$ cat src/rtl/bit_serial_adder_ctrl.sv
// Bit-serial ripple adder with IDLE/RUN/DONE control; one operand bit pair per clock, LSB first.
// Optional BSA_SATURATE_EN: an overflowing result is clamped to all ones on entry to DONE.
module bit_serial_adder_ctrl #(
  parameter int WIDTH = 8
) (
  input  logic             clk,
  input  logic             rst,
  input  logic             start,
  input  logic [WIDTH-1:0] a,
  input  logic [WIDTH-1:0] b,
  output logic             busy,
  output logic             done,
  output logic [WIDTH-1:0] sum,
  output logic             carry_out,
  output logic             x_bitline,
  output logic             y_bitline
);

  localparam int IDX_W = $clog2(WIDTH);
  localparam logic [IDX_W-1:0] LAST_IDX = IDX_W'(WIDTH - 1);

  typedef enum logic [1:0] {
    S_IDLE,
    S_RUN,
    S_DONE
  } state_t;

  state_t           state_q, state_d;
  logic [WIDTH-1:0] a_sh_q, a_sh_d;
  logic [WIDTH-1:0] b_sh_q, b_sh_d;
  logic [IDX_W-1:0] idx_q, idx_d;
  logic             c_q, c_d;
  logic [WIDTH-1:0] sum_q, sum_d;
  logic             cout_q, cout_d;

`ifdef BSA_SATURATE_EN
  function automatic logic [WIDTH-1:0] sat_sum(input logic [WIDTH-1:0] s, input logic c);
    return c ? {WIDTH{1'b1}} : s;
  endfunction
`endif

  always_comb begin
    state_d   = state_q;
    a_sh_d    = a_sh_q;
    b_sh_d    = b_sh_q;
    idx_d     = idx_q;
    c_d       = c_q;
    sum_d     = sum_q;
    cout_d    = cout_q;
    busy      = 1'b0;
    done      = 1'b0;
    x_bitline = 1'b0;
    y_bitline = 1'b0;

    unique case (state_q)
      S_IDLE: begin
        if (start) begin
          a_sh_d  = a;
          b_sh_d  = b;
          idx_d   = '0;
          c_d     = 1'b0;
          sum_d   = '0;
          cout_d  = 1'b0;
          state_d = S_RUN;
        end
      end
      S_RUN: begin
        busy      = 1'b1;
        x_bitline = a_sh_q[0];
        y_bitline = b_sh_q[0];
        sum_d[idx_q] = x_bitline ^ y_bitline ^ c_q;
        c_d       = (x_bitline & y_bitline) | (c_q & (x_bitline ^ y_bitline));
        // Operands shift right so bit 0 of each register is always the live bit.
        a_sh_d    = a_sh_q >> 1;
        b_sh_d    = b_sh_q >> 1;
        idx_d     = idx_q + IDX_W'(1);
        if (idx_q == LAST_IDX) begin
          idx_d   = '0;
          cout_d  = c_d;
`ifdef BSA_SATURATE_EN
          sum_d   = sat_sum(sum_d, c_d);
`endif
          state_d = S_DONE;
        end
      end
      S_DONE: begin
        done = 1'b1;
        if (start) begin
          a_sh_d  = a;
          b_sh_d  = b;
          idx_d   = '0;
          c_d     = 1'b0;
          sum_d   = '0;
          cout_d  = 1'b0;
          state_d = S_RUN;
        end else begin
          state_d = S_IDLE;
        end
      end
      default: state_d = S_IDLE;
    endcase
  end

  always_ff @(posedge clk) begin
    if (rst) begin
      state_q <= S_IDLE;
      a_sh_q  <= '0;
      b_sh_q  <= '0;
      idx_q   <= '0;
      c_q     <= 1'b0;
      sum_q   <= '0;
      cout_q  <= 1'b0;
    end else begin
      state_q <= state_d;
      a_sh_q  <= a_sh_d;
      b_sh_q  <= b_sh_d;
      idx_q   <= idx_d;
      c_q     <= c_d;
      sum_q   <= sum_d;
      cout_q  <= cout_d;
    end
  end

  assign sum       = sum_q;
  assign carry_out = cout_q;

endmodule

$ cat config.mk
export PLATFORM = sky130hd
export DESIGN_NAME = bit_serial_adder_ctrl
export DESIGN_NICKNAME = d
export VERILOG_FILES = /design/src/rtl/bit_serial_adder_ctrl.sv
export SDC_FILE = /design/constraint.sdc
export NUM_CORES = 1
export LEC_CHECK = 0
export ABC_AREA = 0
export CORE_MARGIN = 4
export CORE_UTILIZATION = 46
export DETAILED_ROUTE_END_ITERATION = 16
export PLACE_DENSITY = 0.74
export SLEW_MARGIN = 5
export SYNTH_ARGS = -nofsm -noshare
export SYNTH_HDL_FRONTEND = slang
export SYNTH_SLANG_ARGS = --single-unit
$ cat constraint.sdc
create_clock -name clk -period 1.2 [get_ports clk]
set_input_delay 0.3 -clock clk [delete_from_list [all_inputs] [get_ports clk]]
set_output_delay 0.3 -clock clk [all_outputs]
set_load 0.02 [all_outputs]
==> results of run 1 <==
## registers in the layout, indices dropped and copies added (netlist names)
| signal | cells |
|---|---|
| a_sh_q | 8 |
| sum | 8 |
| idx_q | 3 |
| state_q | 2 |
| c_q | 1 |
| b_sh_q | 8 |
| carry_out | 1 |
## tightest hold or removal path, delay by kind of cell (launching register included)
| family | cells | cell delay (ns) |
|---|---|---|
| compound gates | 1 | 0.05 |
| simple gates | 1 | 0.08 |
| flops | 1 | 0.32 |
## cell usage after synthesis, drive strengths merged, types with 2 or more instances
cell / number
a211oi: 14
a21oi: 7
and2: 2
buf: 10
clkbuf: 3
dfxtp: 31
ha: 2
inv: 2
mux2i: 22
nand2: 7
nand2b: 4
nand3: 15
nor2: 5
nor2b: 2
nor3: 19
## layout by cell type, fill, tap and decap left out, drive strengths merged
master	n
buf	47
dfxtp	31
mux2i	22
nor3	19
clkdlybuf4s50	18
nand3	15
a211oi	14
a21oi	7
nand2	7
clkbuf	6
nor2	5
nand2b	4
nor2b	2
and2	2
inv	2
ha	2
nor4b	1
a31oi	1
clkinv	1
nand3b	1
nor4	1
o211ai	1
fa	1
## per-layer routing
layer  up-vias  track usage (%)  share of wire (%)
met1       656             21.6                 38
met4         0             6.60                2.0
met2        40             36.0                 55
li1        666                -                  -
met5         -                0                  0
met3         8             5.73                4.5
## power groups by stage
stage / logic [mW] / registers [mW] / clock network, mW
final: 0.691 / 1.14 / 0.541
after floorplan: 0.366 / 1.16 / 0
after CTS: 0.659 / 1.14 / 0.557
after global routing: 0.741 / 1.15 / 0.622
after detailed placement: 0.577 / 1.16 / 0
after global placement: 0.558 / 1.16 / 0
## logic make-up after synthesis
| kind of cell | count (synthesis) |
|---|---|
| and+or+nand+nor | 57 |
| DFF | 31 |
| adders and majority gates | 3 |
| muxes | 22 |
| AOI/OAI and AO/OA | 23 |
| buffers and inverters | 16 |
## repair_timing
item                       in CTS  in global routing
buffers inserted                5                  3
resized for setup              79                 25
setup endpoints to repair      42                 36
pin swaps                      13                 13
gates cloned                    1                  0
hold buffers                    0                  0
## cell type report
type                            instances  area, sq um  area share, %
Clock buffer                            6         41.3           1.77
Inverter                                3         13.8          0.590
Multi-Input combinational cell        105          956           41.0
Sequential cell                        31          631           27.1
Tap cell                               46         57.6           2.47
Timing Repair Buffer                   65          632           27.1
## worst max path at each step
stage	cells past startpoint	slack, ns	end
after CTS	4	-0.22	x_bitline
after global placement	4	-0.32	y_bitline
after detailed placement	5	-0.36	a_sh_q[1]
final	4	-0.20	x_bitline
after floorplan	5	-0.03	x_bitline
after global routing	4	-0.27	x_bitline
## through the flow
step | worst slack [ns] | hold slack [ns] | util, % | power (mW)
2_1_floorplan | -0.0269 | 0.436 | - | 1.53
3_3_place_gp | -0.316 | 0.456 | 63.4 | 1.72
3_5_place_dp | -0.358 | 0.469 | 63.4 | 1.74
4_1_cts | -0.224 | 0.480 | 67.2 | 2.35
5_1_grt | -0.274 | 0.500 | 69.9 | 2.51
6_report | -0.199 | 0.481 | 69.9 | 2.37
==> impl_metrics.tcl, run 1 <==
set metrics [dict create \
    status "finished with violations" \
    violations "negative setup slack" \
    n_antenna_cell 0 \
    p_comb_share_pct 29.1 \
    ys.flop_type "dfxtp_1" \
    ios 32 \
    cp_cell_sequence "nand2b_4 -> inv_4 -> and2_4 -> buf_6" \
    ys_seq_elements 31 \
    area_delta_synth_final_pct 47.6 \
    layout.cells.non_filler 256 \
    grt_pass1_vias 1420 \
    yosys.area_share.xor_xnor_pct 0 \
    r2r-end "sum[2]" \
    period_share_pct 117 \
    num-nets-final 233 \
    yosysTopAreaCellShare_pct 39.3 \
    place_inst 246 \
    wl_microns 3920 \
    async_flop_share_pct 0 \
    vias 1370 \
    internal_power_mw 1.67 \
    setup_violations 27 \
    startpoint_type "flip-flop" \
    overflow 0 \
    cp-startpoint "state_q[1]" \
    synth.avg_cell_area_sq_um 10.4 \
    core_area_sq_mm 0.00334 \
    reg2reg_depth 4 \
    finalCriticalPeriod_ns 1.40 \
    synth_area_leaders "dfxtp_1 39%, mux2i_1 14%, a211oi_2 9.5%" \
    path_buf_inv 2 \
    synth.largest_area_cell "dfxtp_1" \
    synth_warnings 0 \
    hold_start "b_sh_q[7]" \
    vias_per_cell 5.35 \
    p_switching_mw 0.698 \
    netlist_area_sq_mm 0.00158 \
    hold_violations 0 \
    clkLatencyLatePin_ns 0.33 \
    synth_compound_area_share_pct 13.5 \
    synth_top_family_by_area "simple AND/OR/NAND/NOR gates" \
    holdPathStages 2 \
    p_clk_share_pct 22.8 \
    num-fill-cells 282 \
    leakage_nw 0.901 \
    postLayoutCellArea_sq_mm 0.00233 \
    powerDensity_mw_per_mm2 1020 \
    num_rows 21 \
    drv_cap 0 \
    placed_area_sq_mm 0.00212 \
    cts_root_buffer "clkbuf_4" \
    antenna_found_initial 0 \
    arrival_ns 1.10 \
    dr.pass1.iters 4 \
    synth_adder_area_share_pct 2.85 \
    worst_slack_ns -0.199 \
    synth-simple-area-share_pct 22.2 \
    clock.fmax_mhz 715 \
    grt_pass1_wl_microns 6580 \
    cp-end-kind "output pin" \
    relSlewSlack_pct 81.1 \
    irDropWorstVdd_mv 0.799 \
    numCtsBuffers 5 \
    h-tree-depth 2 \
    routedWlPerCell_microns 15.3 \
    skew_ns 0.00688 \
    yosysSeqAreaShare_pct 39.3 \
    crit_type "flip-flop to output pin" \
    die_h_microns 66.6 \
    hold_path_end "b_sh_q[7]" \
    setup_tns_ns -2.83 \
    crit_slowest_cell "dfxtp_2" \
    floorplan.initialDensity_pct 47.3 \
    r2r_start "b_sh_q[0]" \
    slew_violations 0 \
    drive_gt1_share_pct 48.6 \
    dp_hpwl_microns 2650 \
    crit_family "flip-flops" \
    drc 0 \
    die-area_sq_mm 0.00443 \
    grt_max_degree 15 \
    rsz0062_at_grt "true" \
    cp.required_ns 0.90 \
    first_iter_violations 62 \
    synth_edf_count 0 \
    pwr-share-seq_pct 48.0 \
    syn_nets 174 \
    dieWidth_microns 66.6 \
    crit_fanout 5 \
    portBuffers 31 \
    ctsLongestPathBuffers 2 \
    slowest_delay_ns 0.32 \
    routabilityCongestion 0.799 \
    grt_usage_pct 19.7 \
    regToRegSetupSlack_ns -0.16 \
    cts.sinks 31 \
    swShare_pct 29.5 \
    worstHoldPathType "flip-flop to flip-flop" \
    tightest_slew_ns 0.281 \
    netlist_instances 152 \
    synthMuxAreaShare_pct 13.9 \
    cts_tree "yes" \
    ant_nets 0 \
    synth_cell_types 32 \
    clk_pin_slew_ns 0.09 \
]
Note: power is estimated with default switching activity, not from simulation.
==> inputs of run 2 (changes only) <==
--- a/config.mk
+++ b/config.mk
@@ -9,6 +9,7 @@
 export CORE_MARGIN = 4
 export CORE_UTILIZATION = 46
 export DETAILED_ROUTE_END_ITERATION = 16
+export HOLD_SLACK_MARGIN = 0.05
 export PLACE_DENSITY = 0.74
 export SLEW_MARGIN = 5
 export SYNTH_ARGS = -nofsm -noshare
==> results of run 2 <==
The final DEF is identical to that of run 1; final timing and power are the same.
